--- src/rtl/axi4_arb_pkg.sv ---
// Shared types and constants for the AXI4 read arbiter.
package axi4_arb_pkg;

  typedef enum logic [1:0] {
    IDLE = 2'd0,
    ADDR = 2'd1,
    DATA = 2'd2
  } state_e;

  localparam int unsigned AXI_LEN_W = 8;

  localparam logic [1:0] RESP_OKAY   = 2'b00;
  localparam logic [1:0] RESP_EXOKAY = 2'b01;
  localparam logic [1:0] RESP_SLVERR = 2'b10;
  localparam logic [1:0] RESP_DECERR = 2'b11;

endpackage

--- src/rtl/rr_priority_picker.sv ---
// Combinational round-robin picker: first set request searched from last_grant+1, wrapping.
module rr_priority_picker #(
  parameter int unsigned NUM_REQ = 4,
  parameter int unsigned IDX_W   = 2
) (
  input  logic [NUM_REQ-1:0] req,
  input  logic [IDX_W-1:0]   last_grant,
  output logic [IDX_W-1:0]   winner,
  output logic               any_valid
);

  int unsigned idx;

  always_comb begin
    winner    = '0;
    any_valid = 1'b0;
    idx       = 0;
    for (int unsigned i = 1; i <= NUM_REQ; i++) begin
      idx = (32'(last_grant) + i) % NUM_REQ;
      if (!any_valid && req[IDX_W'(idx)]) begin
        winner    = IDX_W'(idx);
        any_valid = 1'b1;
      end
    end
  end

endmodule

--- src/rtl/axi4_read_arbiter.sv ---
// Round-robin arbiter sharing one AXI4 read master port among NUM_REQ requesters,
// one full burst at a time, with sticky length/ID checks on the returning R channel.
module axi4_read_arbiter
  import axi4_arb_pkg::*;
#(
  parameter int unsigned NUM_REQ    = 4,
  parameter int unsigned ADDR_WIDTH = 32,
  parameter int unsigned DATA_WIDTH = 32,
  parameter int unsigned ID_WIDTH   = 4
) (
  input  logic                            clk,
  input  logic                            reset,
  input  logic [NUM_REQ-1:0]              req_arvalid,
  input  logic [NUM_REQ*ADDR_WIDTH-1:0]   req_araddr,
  input  logic [NUM_REQ*AXI_LEN_W-1:0]    req_arlen,
  output logic [NUM_REQ-1:0]              req_arready,
  output logic [NUM_REQ-1:0]              req_rvalid,
  output logic [DATA_WIDTH-1:0]           req_rdata,
  output logic [1:0]                      req_rresp,
  output logic                            req_rlast,
  input  logic [NUM_REQ-1:0]              req_rready,
  output logic                            m_arvalid,
  output logic [ADDR_WIDTH-1:0]           m_araddr,
  output logic [AXI_LEN_W-1:0]            m_arlen,
  output logic [ID_WIDTH-1:0]             m_arid,
  input  logic                            m_arready,
  input  logic                            m_rvalid,
  input  logic [DATA_WIDTH-1:0]           m_rdata,
  input  logic [1:0]                      m_rresp,
  input  logic                            m_rlast,
  input  logic [ID_WIDTH-1:0]             m_rid,
  output logic                            m_rready,
  output logic [$clog2(NUM_REQ)-1:0]      grant_idx,
  output logic                            busy,
  output logic                            err_len,
  output logic                            err_id
);

  localparam int unsigned IDX_W = $clog2(NUM_REQ);

  state_e                 state_q, state_d;
  logic [IDX_W-1:0]       last_grant_q, last_grant_d;
  logic [IDX_W-1:0]       grant_q, grant_d;
  logic [ADDR_WIDTH-1:0]  addr_q, addr_d;
  logic [AXI_LEN_W-1:0]   len_q, len_d;
  logic [8:0]             beat_cnt_q, beat_cnt_d;
  logic                   err_len_q, err_len_d;
  logic                   err_id_q, err_id_d;

  logic [IDX_W-1:0]       winner;
  logic                   any_valid;
  logic                   r_hs;

  rr_priority_picker #(
    .NUM_REQ (NUM_REQ),
    .IDX_W   (IDX_W)
  ) u_picker (
    .req        (req_arvalid),
    .last_grant (last_grant_q),
    .winner     (winner),
    .any_valid  (any_valid)
  );

  assign m_araddr  = addr_q;
  assign m_arlen   = len_q;
  assign m_arid    = ID_WIDTH'(grant_q);
  assign grant_idx = grant_q;
  assign busy      = (state_q != IDLE);
  assign err_len   = err_len_q;
  assign err_id    = err_id_q;

  always_comb begin
    state_d      = state_q;
    last_grant_d = last_grant_q;
    grant_d      = grant_q;
    addr_d       = addr_q;
    len_d        = len_q;
    beat_cnt_d   = beat_cnt_q;
    err_len_d    = err_len_q;
    err_id_d     = err_id_q;
    req_arready  = '0;
    req_rvalid   = '0;
    req_rdata    = '0;
    req_rresp    = RESP_OKAY;
    req_rlast    = 1'b0;
    m_arvalid    = 1'b0;
    m_rready     = 1'b0;
    r_hs         = 1'b0;

    case (state_q)
      IDLE: begin
        // arready is suppressed while reset is held so every output reads 0 in reset
        if (any_valid && !reset) begin
          req_arready[winner] = 1'b1;
          addr_d  = req_araddr[32'(winner)*ADDR_WIDTH +: ADDR_WIDTH];
          len_d   = req_arlen[32'(winner)*AXI_LEN_W +: AXI_LEN_W];
          grant_d = winner;
          state_d = ADDR;
        end
      end
      ADDR: begin
        m_arvalid = 1'b1;
        if (m_arready) begin
          beat_cnt_d = '0;
          state_d    = DATA;
        end
      end
      DATA: begin
        req_rvalid[grant_q] = m_rvalid;
        m_rready  = req_rready[grant_q];
        req_rdata = m_rdata;
        req_rresp = m_rresp;
        req_rlast = m_rlast;
        r_hs      = m_rvalid && req_rready[grant_q];
        if (r_hs) begin
          beat_cnt_d = beat_cnt_q + 9'd1;
          if (m_rlast != (beat_cnt_q == {1'b0, len_q})) err_len_d = 1'b1;
          if (m_rid != m_arid) err_id_d = 1'b1;
          if (m_rlast) begin
            last_grant_d = grant_q;
            state_d      = IDLE;
          end
        end
      end
      default: state_d = IDLE;
    endcase
  end

  always_ff @(posedge clk) begin
    if (reset) begin
      state_q      <= IDLE;
      last_grant_q <= IDX_W'(NUM_REQ - 1);
      grant_q      <= '0;
      addr_q       <= '0;
      len_q        <= '0;
      beat_cnt_q   <= '0;
      err_len_q    <= 1'b0;
      err_id_q     <= 1'b0;
    end else begin
      state_q      <= state_d;
      last_grant_q <= last_grant_d;
      grant_q      <= grant_d;
      addr_q       <= addr_d;
      len_q        <= len_d;
      beat_cnt_q   <= beat_cnt_d;
      err_len_q    <= err_len_d;
      err_id_q     <= err_id_d;
    end
  end

endmodule

--- config.mk ---
export PLATFORM = sky130hd
export DESIGN_NAME = axi4_read_arbiter
export DESIGN_NICKNAME = d
export VERILOG_FILES = /design/src/rtl/axi4_arb_pkg.sv /design/src/rtl/rr_priority_picker.sv /design/src/rtl/axi4_read_arbiter.sv
export SDC_FILE = /design/constraint.sdc
export NUM_CORES = 1
export LEC_CHECK = 0
export ABC_AREA = 1
export BUFFER_PORTS_ARGS = -buffer_cell sky130_fd_sc_hd__buf_2
export CORE_AREA = 4 4 117 119
export DETAILED_ROUTE_END_ITERATION = 16
export DIE_AREA = 0 0 121 123
export GPL_TIMING_DRIVEN = 0
export PLACE_DENSITY = 0.81
export SYNTH_ARGS = -nofsm -noshare
export SYNTH_HDL_FRONTEND = slang
export SYNTH_SLANG_ARGS = --single-unit
--- constraint.sdc ---
create_clock -name clk -period 4.1 [get_ports clk]
set_input_delay 0.615 -clock clk [delete_from_list [all_inputs] [get_ports clk]]
set_output_delay 0.615 -clock clk [all_outputs]
set_load 0.005 [all_outputs]
* After elaboration in Yosys (flattened, before gate mapping)
Cells that the tools add are included.
Storage, ports and cells: flip-flop bits (word level) 57, bits of input ports 211, output and inout bits 94, logic and storage cells 91
Operators by class: add/subtract/negate cells 5, order comparisons 8, equal/unequal tests 9, shifts and indexed selects 2, multiplexer cells 38, bitwise gates (word level) 1, reductions and logical operators 20
Operator list (count):
- $shiftx A128 B8 Y32 | 1
- $mux W32 | 1
- $shiftx A32 B6 Y8 | 1
- $lt A2 B3 Y1 const B | 6
- $mux W2 | 9
- $mux W9 | 2
- $pmux W9 S2 | 1
- $mux W1 | 14
- $mux W4 | 3
- $reduce_and A3 Y1 | 4
- $bmux W1 S2 | 5
- $add A9 B1 Y9 const B | 1
- $eq A9 B8 Y1 | 1
- $ne A2 B2 Y1 const B | 4
- $logic_and A1 B1 Y1 | 7
- $pmux W2 S3 | 1
- $add A2 B1 Y2 const B | 2
- $add A2 B2 Y2 const B | 2
- $and A4 B4 Y4 | 1
- $demux W1 S2 | 2
- $ge A2 B1 Y1 const B | 2
- $logic_not A1 Y1 | 4
- $ne A4 B2 Y1 | 1
- $reduce_and A4 Y1 | 1
- 6 further kinds | 7

* Longest topological paths before layout
Gate-level depths: netlist of run 1.
depth in word-level cells 19, mapped depth 16, gate-level depth less buffers 14

* Cells and area by module
Synthesis of run 1 repeated with hierarchy kept, for this count alone.
Second synthesis, totals: cells, all modules 701, area total of the unflattened synthesis 4090.2 µm²
By module, submodules not included:
- axi4_read_arbiter | times used 1, cells an instance 649, area an instance 3818.7 µm², seq. area each 1141.1 µm²
- rr_priority_picker | times used 1, cells an instance 52, area an instance 271.5 µm², seq. area each 0.0 µm²

* Worst setup path after synthesis of run 1
OpenSTA, ideal clock, no wires.
kind input to output, start input req_arvalid[3], end output req_arready[1], arrival 1.735 ns, required time 3.485 ns, setup slack 1.750 ns, stages 11, buffers on the path 2, cells stage by stage nand2_1 > nand2_1 > nand2_1 > nand2_1 > nor2_4 > nand4_2 > nand2_1 > buf_6 > buf_6 > inv_1 > nor2_1
Between the ends: cells in the longest elaborated chain, start to end 18, elaborated cells between the ends (all ways) 30, classes of those cells 2 x order compare; 20 x mux; 8 x reduce/logical
Ends and longest elaborated chain:
- start, declared | line axi4_read_arbiter.sv:13 | input logic [NUM_REQ-1:0] req_arvalid,
- $bmux W1 S2 | line rr_priority_picker.sv:20 | if (!any_valid && req[IDX_W'(idx)]) begin
- $mux W1 (not written as such) | line rr_priority_picker.sv:20
- $mux W1 | line rr_priority_picker.sv:20
- $logic_not A1 Y1 | line rr_priority_picker.sv:20
- $logic_and A1 B1 Y1 | line rr_priority_picker.sv:20
- $mux W1 | line rr_priority_picker.sv:20
- $logic_not A1 Y1 | line rr_priority_picker.sv:20
- $logic_and A1 B1 Y1 | line rr_priority_picker.sv:20
- (+2 left out)
- $logic_and A1 B1 Y1 | line rr_priority_picker.sv:20
- $mux W2 | line rr_priority_picker.sv:20
- $lt A2 B3 Y1 (not written as such) or $ge A2 B1 Y1 (tied branches) | line axi4_read_arbiter.sv:94 | req_arready[winner] = 1'b1;
- $logic_and A1 B1 Y1 (not written as such) | line axi4_read_arbiter.sv:94
- $mux W1 (not written as such) | line axi4_read_arbiter.sv:94
- $demux W1 S2 | line axi4_read_arbiter.sv:94
- $mux W4 (*) | line axi4_read_arbiter.sv:93 | if (any_valid && !reset) begin
- $mux W4 (*) | line axi4_read_arbiter.sv:90 | case (state_q)
- end, declared | line axi4_read_arbiter.sv:16 | output logic [NUM_REQ-1:0] req_arready,
Mark *: on every way between the ends. The rest lies on a longest branch, timed or not. The select of a mux whose other input is x is not followed.

* Final worst setup path of run 1
start register last_grant_q[1], end output req_arready[3]
Between the ends: cells in the longest elaborated chain, start to end 19, elaborated cells between the ends (all ways) 34, classes of those cells 4 x add/sub; 2 x order compare; 20 x mux; 8 x reduce/logical
Ends and longest elaborated chain:
- start, declared | line axi4_read_arbiter.sv:42 | logic [IDX_W-1:0] last_grant_q, last_grant_d;
- start signal, assigned | line axi4_read_arbiter.sv:132 | last_grant_q <= IDX_W'(NUM_REQ - 1);
- start signal, assigned | line axi4_read_arbiter.sv:141 | last_grant_q <= last_grant_d;
- $add A2 B1 Y2 | line rr_priority_picker.sv:19 | idx = (32'(last_grant) + i) % NUM_REQ;
- $bmux W1 S2 | line rr_priority_picker.sv:20
- $mux W1 (not written as such) | line rr_priority_picker.sv:20
- $mux W1 | line rr_priority_picker.sv:20
- $logic_not A1 Y1 | line rr_priority_picker.sv:20
- $logic_and A1 B1 Y1 | line rr_priority_picker.sv:20
- $mux W1 | line rr_priority_picker.sv:20
- $logic_not A1 Y1 | line rr_priority_picker.sv:20
- (+3 left out)
- $logic_and A1 B1 Y1 | line rr_priority_picker.sv:20
- $mux W2 | line rr_priority_picker.sv:20
- $lt A2 B3 Y1 (not written as such) or $ge A2 B1 Y1 (tied branches) | line axi4_read_arbiter.sv:94
- $logic_and A1 B1 Y1 (not written as such) | line axi4_read_arbiter.sv:94
- $mux W1 (not written as such) | line axi4_read_arbiter.sv:94
- $demux W1 S2 | line axi4_read_arbiter.sv:94
- $mux W4 (*) | line axi4_read_arbiter.sv:93
- $mux W4 (*) | line axi4_read_arbiter.sv:90
Marks and branches as above.

==> flow_summary_export.csv, run 1 <==
group,metric,value,unit
outcome,status,"finished, final reports clean",
grt,grt_overflow,0,
timing,fin_ws,0.994,ns
timing,hold_viol_final,0,
placed_design,hpwlAfterDp,15.4,mm
timing,slew_headroom,0.597,
setup_path,critPathMaxStageDelay,0.46,ns
timing,timing.final.crit_share,0.757,
setup_path,end_kind,"output pin",
clock_tree,htree_levels,3,
die,fp-row-count,41,
layout,mostFrequentLayoutCell,"nand2_1",
logic_synthesis,netlist_area,4670,um^2
clock_tree,tritoncts,"done",
setup_path,crit_type,"register to output pin",
routing,dr_total_vias,6445,
grt,grtUsageTotal,0.246,
layout,drive_gt1_frac,0.285,
layout,final_nets,1423,
placed_design,pre_cts_ws,1.13,ns
routing,wire_per_inst,13.8,um
setup_path,worstPathRequired,3.48,ns
routing,drt_first_pass_iters,5,
grt,grt_pass1_wl,28.9,mm
routing,drt_wl_total,19.2,mm
power_and_ir_drop,cellPowerDensity,331,nW/um^2
layout,final_cell_mix,"355 x nand2_1, 310 x buf_2, 136 x nor2_1",
timing,tightest_slew,0.604,ns
die,die_area,14900,um^2
setup_path,path_buf_inv,5,
timing,fin_tns_setup,0,ns
setup_path,crit_chain,"inv_2 -> nand2_1 -> nand2_1 -> nand2_2 -> nand2_2 -> nor2_4 -> nand4_2 -> nand2_1 -> buf_6 -> buf_6 -> inv_1 -> nor2_1 -> buf_2",
timing,setup_viol,0,
placed_design,gp_congestion,0.897,
setup_path,crit_path_frequent_cell,"nand2_1",
clock_tree,clock-sinks,57,
setup_path,worstSetupStartpointType,"register",
layout,area_delta_synth_final,44.2,%
die,ios,305,
setup_path,cp.arrival,2.49,ns
logic_synthesis,seq_area_frac_synth,0.245,
routing,ant_nets,0,
power_and_ir_drop,power,2230,uW
timing,rsz0062_at_grt,"no",
logic_synthesis,netlist_instances,897,
timing,finalClockSkew,0.00291,ns
layout,utilization,0.535,
timing,final-max-slew-violation-count,0,
clock_tree,path_clk_slew,0.05,ns
worst_hold_path,worstHoldPathType,"register to register",
placed_design,port-buffer-count,302,
routing,drc_errors,0,
die,die-height,123,um
die,initial_core_util,0.371,
routing,vias_per_cell,4.64,
clock_tree,cts-root-buf,"clkbuf_16",
power_and_ir_drop,ir_worst_vdd,0.209,mV
flow_run,cap_viol_max_count,0,
clock_tree,postCtsHoldBufs,0,
clock_tree,cts_setup_buffers,0,
logic_synthesis,syn_area_per_cell,5.20,um^2
timing,fin_crit,3.11,ns
clock_tree,cts_resized,0,
setup_path,cp_slowest_cell,"dfxtp_1",
clock_tree,clk-insertion-delay-late,0.33,ns
routing,drt-initial-drc-count,333,
logic_synthesis,yosysUniqueCellTypes,31,
grt,antenna_found_initial,1,
timing,clock.fmax,322,MHz
die,core_area,12600,um^2
die,die-width,121,um
timing,hold_slack,0.446,ns
setup_path,cp_top_family,"simple AND/OR/NAND/NOR gates",
clock_tree,clk_path_buf_depth,2,
power_and_ir_drop,p_leak,0.00429,uW
logic_synthesis,yosysWarnings,0,
grt,grt_max_degree,11,
grt,grt_pass1_vias,5959,
setup_path,crit_fanout,10,
clock_tree,cts_buffers,9,
logic_synthesis,ys_ff_latch,57,
## synth_stat cells
library cell | count | area share
inv_1 | 130 | 0.10
buf_2 | 8 | 0.0086
nand4_2 | 1 | 0.0027
o211ai_1 | 3 | 0.0048
o41ai_1 | 1 | 0.0019
dfxtp_1 | 57 | 0.24
clkbuf_1 | 24 | 0.019
buf_6 | 8 | 0.019
buf_4 | 6 | 0.0097
nand2_1 | 355 | 0.29
a21oi_1 | 13 | 0.014
nand4_1 | 4 | 0.0054
nor2_1 | 136 | 0.11
nand3_1 | 107 | 0.11
xnor2_1 | 1 | 0.0019
nand3b_1 | 2 | 0.0032
nor2_4 | 1 | 0.0024
nor3_1 | 9 | 0.0097
ha_1 | 1 | 0.0027
o21ai_0 | 7 | 0.0075
and3_1 | 1 | 0.0013
a211oi_1 | 3 | 0.0048
o21ai_1 | 2 | 0.0021
or2_2 | 1 | 0.0013
nand2_2 | 3 | 0.0040
a21boi_1 | 1 | 0.0016
conb_1 | 1 | 0.00080
clkinv_1 | 1 | 0.00080
inv_2 | 2 | 0.0016
xor2_1 | 3 | 0.0056
buf_1 | 5 | 0.0040
## through the flow
stage                     area [um^2]  std cells
final                            6730       1388
after global placement           6400       1372
after CTS                        6730       1387
after global routing             6730       1387
after floorplan                  4670        898
after detailed placement         6400       1372
## final timing paths
check             depth (start not counted)  slack [ns]            start             end
setup / recovery                         13        0.99  last_grant_q[1]  req_arready[3]
hold / removal                            2        0.45          err_len         err_len
setup reg to reg                         14        1.79  last_grant_q[1]     m_araddr[4]
hold reg to reg                           2        0.45          err_len         err_len
## cell families after synthesis
family / synth area share
other: 0.000804
AO/OA/AOI/OAI: 0.0367
buffers and inverters: 0.168
adder cells (fa/ha/maj): 0.00268
flip-flops: 0.245
XOR/XNOR: 0.00751
AND/OR/NAND/NOR: 0.540
## registers in the layout (all words and copies together), names as in the netlist
register	cells
beat_cnt_q	9
grant_idx	2
m_arlen	8
state_q	2
err_id	1
last_grant_q	2
err_len	1
m_araddr	32
## report_power, final
part,internal [uW],leakage (uW),switching (uW)
logic,297,0.00366,400
clock network,578,0.000162,261
registers,637,0.000475,51.0
total,1510,0.00429,712
## final cells by class
cell class | count | area [um^2]
Fill cell | 1346 | 5840
Multi-Input combinational cell | 657 | 2750
Timing Repair Buffer | 302 | 1510
Sequential cell | 57 | 1140
Inverter | 133 | 499
Buffer | 51 | 284
Clock buffer | 13 | 270
Tap cell | 172 | 215
Clock inverter | 2 | 60.1
Antenna cell | 1 | 2.50
## worst register-to-register path, stage by stage (launching register included)
cell,delay (ns)
dfxtp_1,0.46
inv_2,0.10
nand2_1,0.07
nand2_1,0.09
nand2_2,0.09
nand2_2,0.09
nor2_4,0.12
nand4_2,0.29
nand2_1,0.20
buf_6,0.21
buf_6,0.19
nand2_1,0.06
nand3_1,0.15
nand2_1,0.07
nor2_1,0.08
## per-layer routing
layer / GRT usage / part of all wire / vias up
met4: 0.0892 / 0.026 / 2
met2: 0.449 / 0.50 / 288
met5: 0 / 0.00068 / -
met3: 0.0631 / 0.087 / 40
li1: - / - / 3323
met1: 0.277 / 0.38 / 2792
Note: power is estimated with default switching activity, not from simulation.
==> inputs of run 2 (changes only) <==
- CORE_AREA: 4 4 117 119 -> 4 4 116 118
- DIE_AREA: 0 0 121 123 -> 0 0 120 122
- PLACE_DENSITY: 0.81 -> 0.82
- clock period: 4.1 -> 2.9 ns (I/O delays scaled with it)
==> run 2 against run 1 <==
Global-route usage decreased by 0.44 points. Critical path type unchanged. Hold slack lost 0.038 ns. Total power up 38%. Cell area up 0.32%. Largest cell class unchanged.
==> flow_summary_export.csv, run 2 (synthesized netlist as in run 1, its figures left out) <==
group,metric,value,unit
timing,hold_viol_final,0,
die,die-height,122,um
placed_design,gp_congestion,0.884,
setup_path,crit_path_frequent_cell,"nand2_1",
setup_path,crit_fanout,10,
clock_tree,cts-root-buf,"clkbuf_16",
layout,final_nets,1425,
clock_tree,clk_path_buf_depth,2,
routing,vias_per_cell,4.63,
grt,grt_pass1_vias,5700,
timing,slew_headroom,0.605,
die,initial_core_util,0.374,
grt,grtUsageTotal,0.242,
setup_path,crit_type,"register to output pin",
setup_path,crit_chain,"buf_4 -> nand2_1 -> nand2_1 -> nand2_1 -> nand2_1 -> inv_1 -> nand3_1 -> nand3_1 -> buf_4 -> inv_1 -> nand2_1 -> buf_4 -> nor2_1 -> buf_2",
timing,finalClockSkew,0.00506,ns
timing,final-max-slew-violation-count,0,
clock_tree,path_clk_slew,0.05,ns
routing,dr_total_vias,6426,
layout,final_cell_mix,"354 x nand2_1, 309 x buf_2, 136 x nor2_1",
die,die_area,14600,um^2
grt,grt_pass1_wl,28.1,mm
clock_tree,cts_buffers,9,
power_and_ir_drop,p_leak,0.00430,uW
flow_run,cap_viol_max_count,0,
timing,timing.final.crit_share,0.931,
grt,antenna_found_initial,2,
placed_design,hpwlAfterDp,15.1,mm
routing,ant_nets,0,
layout,mostFrequentLayoutCell,"nand2_1",
layout,area_delta_synth_final,44.7,%
setup_path,worstSetupStartpointType,"register",
setup_path,critPathMaxStageDelay,0.34,ns
timing,fin_ws,0.201,ns
timing,fin_crit,2.70,ns
setup_path,cp_top_family,"buffers and inverters",
setup_path,end_kind,"output pin",
power_and_ir_drop,cellPowerDensity,454,nW/um^2
routing,drt_wl_total,18.8,mm
layout,antenna_cells,0,
clock_tree,clk-insertion-delay-late,0.32,ns
routing,drt_first_pass_iters,5,
setup_path,path_buf_inv,6,
die,core_area,12500,um^2
die,fp-row-count,41,
grt,grt_max_degree,11,
setup_path,cp.arrival,2.26,ns
placed_design,place_inst,1372,
grt,grt_overflow,0,
layout,largest_reg_flops,32,
placed_design,port-buffer-count,302,
layout,layoutNonFillerInstCount,1389,
routing,wire_per_inst,13.6,um
routing,drt-initial-drc-count,217,
clock_tree,clock-sinks,57,
outcome,status,"finished, final reports clean",
worst_hold_path,worstHoldPathType,"input pin to register",
timing,clock.fmax,371,MHz
routing,drc_errors,0,
setup_path,cp_slowest_cell,"dfxtp_1",
setup_path,worstPathRequired,2.47,ns
timing,fin_tns_setup,0,ns
layout,drive_gt1_frac,0.289,
placed_design,pre_cts_ws,0.272,ns
clock_tree,tritoncts,"done",
timing,hold_slack,0.408,ns
power_and_ir_drop,ir_worst_vdd,0.305,mV
clock_tree,htree_levels,3,
die,die-width,120,um
timing,tightest_slew,0.592,ns
timing,setup_viol,0,
power_and_ir_drop,power,3070,uW
die,ios,305,
-- run 2: power by group --
part | internal, uW | switching, uW | leakage, uW
Combinational | 423 | 562 | 0.00367
Clock | 752 | 355 | 0.000158
Sequential | 901 | 73.5 | 0.000474
Total | 2080 | 991 | 0.00430
-- run 2: worst paths after layout --
path,startpoint,end,slack (ns),cells past startpoint
setup / recovery,last_grant_q[0],req_arready[3],0.20,14
hold / removal,m_arready,state_q[0],0.41,4
setup reg to reg,last_grant_q[0],m_araddr[7],0.43,13
hold reg to reg,err_len,err_len,0.45,2
-- run 2: stage by stage --
stage	utilization	cell area, um^2
after floorplan	-	4670
after global placement	0.513	6400
after detailed placement	0.513	6400
after CTS	0.539	6720
after global routing	0.542	6750
final	0.542	6750
-- run 2: final cells by class --
| class | instances | area (um^2) |
|---|---|---|
| well taps | 172 | 215 |
| clock inverters | 2 | 35.0 |
| clock buffers | 13 | 280 |
| multi-input cells | 657 | 2760 |
| fillers | 1323 | 5720 |
| inverters | 133 | 499 |
| repair buffers | 305 | 1530 |
| plain buffers | 50 | 283 |
| flip-flops and latches | 57 | 1140 |
-- run 2: metal layers --
metal	wire (um)	global-route usage	vias to the layer above
met5	27	0	-
met4	450	0.0816	4
met3	1690	0.0548	35
met2	9490	0.446	315
met1	7180	0.275	2756
li1	-	-	3316
-- run 2: what timing repair did --
item / in CTS / in global routing
endpoints found under the hold margin: 0 / 0
setup endpoints to repair: 2 / 4
gates resized for setup: 1 / 5
buffers inserted: 0 / 3
hold buffers: 0 / 0
-- run 2: worst reg2reg max path, delay by kind of cell (launching register included) --
kind	cells	cell delay [ns]
buffers and inverters	3	1.05
DFF	1	0.31
and+or+nand+nor	10	1.04
==> inputs of run 3 (changes only) <==
- CORE_AREA: 4 4 116 118 -> default
- CORE_MARGIN: default -> 4
- CORE_UTILIZATION: default -> 35
- DIE_AREA: 0 0 120 122 -> default
- GPL_TIMING_DRIVEN: 0 -> default
- PLACE_DENSITY: 0.82 -> 0.78
==> run 3 against run 2 <==
Largest power group unchanged. Sequential power is essentially flat. Clock power up 5%. Wire length shrank 7.4%. Global-route usage decreased by 2.3 points. Register-to-register slack better by 0.21 ns. Die area rose by 4.1%.
==> flow_summary_export.csv, run 3 (synthesized netlist as in run 1, its figures left out) <==
group,metric,value,unit
worst_hold_path,hold_start,"m_rid[3]",
routing,vias_per_cell,4.60,
timing,fin_tns_setup,0,ns
clock_tree,cts_buffers,9,
setup_path,critPathLaunch,"last_grant_q[1]",
setup_path,r2r.worst_path.cells,14,
timing,fin_ws,0.316,ns
grt,grt_pass1_vias,5686,
timing,timing.final.crit_share,0.891,
die,die_area,15200,um^2
layout,antenna_cells,0,
grt,grt_pass1_wl,26.3,mm
placed_design,gp_congestion,0.829,
timing,fin_crit,2.58,ns
power_and_ir_drop,cellPowerDensity,469,nW/um^2
setup_path,crit_type,"register to output pin",
clock_tree,tritoncts,"done",
timing,slew_headroom,0.477,
outcome,status,"finished, final reports clean",
layout,mostFrequentLayoutCell,"nand2_1",
layout,n_fill_cell,1392,
clock_tree,htree_levels,3,
setup_path,worstSetupStartpointType,"register",
routing,ant_nets,0,
routing,drt-initial-drc-count,279,
routing,dr_total_vias,6204,
setup_path,r2r-start,"last_grant_q[0]",
worst_hold_path,worstHoldPathType,"input pin to register",
setup_path,worstPathRequired,2.47,ns
placed_design,pre_cts_ws,0.403,ns
grt,grt_max_degree,81,
layout,final_nets,1384,
timing,rsz0062_at_grt,"no",
grt,antenna_found_initial,1,
power_and_ir_drop,ir_worst_vdd,0.324,mV
setup_path,end_kind,"output pin",
clock_tree,cts-root-buf,"clkbuf_16",
timing,tightest_slew,0.784,ns
setup_path,rrSetupSlack,0.64,ns
die,fp-row-count,41,
die,die-height,123,um
clock_tree,clock-sinks,57,
routing,drc_errors,0,
die,core_area,12800,um^2
setup_path,r2r-end,"m_arlen[4]",
clock_tree,path_clk_slew,0.05,ns
die,initial_core_util,0.364,
timing,finalClockSkew,0.00915,ns
setup_path,crit_end,"req_arready[2]",
timing,hold_viol_final,0,
timing,clock.fmax,387,MHz
routing,drt_first_pass_iters,5,
die,die-width,123,um
grt,grtUsageTotal,0.219,
routing,wire_per_inst,12.9,um
layout,largest_reg_flops,32,
setup_path,crit_fanout,10,
die,ios,305,
clock_tree,clk-insertion-delay-late,0.33,ns
flow_run,cap_viol_max_count,0,
clock_tree,clk_path_buf_depth,2,
placed_design,port-buffer-count,302,
layout,area_delta_synth_final,40.8,%
layout,drive_gt1_frac,0.292,
layout,final_cell_mix,"354 x nand2_1, 302 x buf_2, 134 x nor2_1",
timing,final-max-slew-violation-count,0,
routing,drt_wl_total,17.4,mm
power_and_ir_drop,p_leak,0.00420,uW
setup_path,cp.arrival,2.15,ns
timing,setup_viol,0,
placed_design,hpwlAfterDp,13.4,mm
grt,grt_overflow,0,
run 3: cell count changes in the layout (fill, tap and decap cells not counted), moves of 2 or more:
cell	before	now
clkbuf_1	23	0
buf_2	309	302
nor2_2	0	2
buf_6	8	0
nor2_1	136	134
buf_1	5	0
clkbuf_8	4	2
run 3: worst min-delay path by stage:
stage | endpoint | slack, ns | depth (start not counted)
2_1_floorplan | err_id | 0.45 | 2
5_1_grt | state_q[0] | 0.43 | 4
3_5_place_dp | err_id | 0.44 | 2
4_1_cts | err_id | 0.38 | 3
3_3_place_gp | err_len | 0.44 | 2
6_report | err_id | 0.39 | 3
run 3: layout make-up:
class / count / area, um^2 / share of cell area
Sequential cell: 57 / 1140 / 0.174
Tap cell: 172 / 215 / 0.0328
Timing Repair Buffer: 314 / 1610 / 0.246
Clock buffer: 11 / 253 / 0.0385
Clock inverter: 5 / 77.6 / 0.0118
Multi-Input combinational cell: 657 / 2770 / 0.421
Inverter: 133 / 499 / 0.0760
run 3: routing by layer:
metal | share of wire | GRT usage | vias to the layer above
met2 | 0.49 | 0.399 | 262
met5 | 0.00052 | 0 | -
li1 | - | - | 3236
met4 | 0.026 | 0.0934 | 2
met1 | 0.39 | 0.240 | 2673
met3 | 0.092 | 0.0549 | 31
run 3: stage by stage:
stage | std cells | hold slack (ns) | utilization | total power, uW | area (um^2)
after floorplan | 898 | 0.447 | - | 1520 | 4670
after global placement | 1333 | 0.440 | 0.486 | 1920 | 6240
after detailed placement | 1333 | 0.443 | 0.486 | 1930 | 6240
after CTS | 1349 | 0.382 | 0.512 | 3120 | 6570
after global routing | 1349 | 0.429 | 0.512 | 3300 | 6570
final | 1349 | 0.393 | 0.512 | 3080 | 6570
run 3: timing repair:
item                                    CTS  global route
setup buffers                             0             0
endpoints found under the hold margin     0             0
endpoints found under the setup margin    0             4
hold buffers                              0             0
gates resized for setup                   0             2
run 3: worst max-delay path, stage by stage (launching register included):
cell,delay (ns)
dfxtp_1,0.46
inv_2,0.12
nand2_1,0.07
nand2_1,0.09
nand2_2,0.09
nand2_2,0.08
nor2_4,0.12
nand3_1,0.11
nand3_2,0.17
inv_1,0.06
nand2_1,0.23
nor2_1,0.07
buf_2,0.15
run 3: report_power, final:
part | switching (uW) | leakage [uW] | internal, uW
Clock | 375 | 0.000162 | 795
Sequential | 74.4 | 0.000474 | 901
Combinational | 534 | 0.00357 | 399
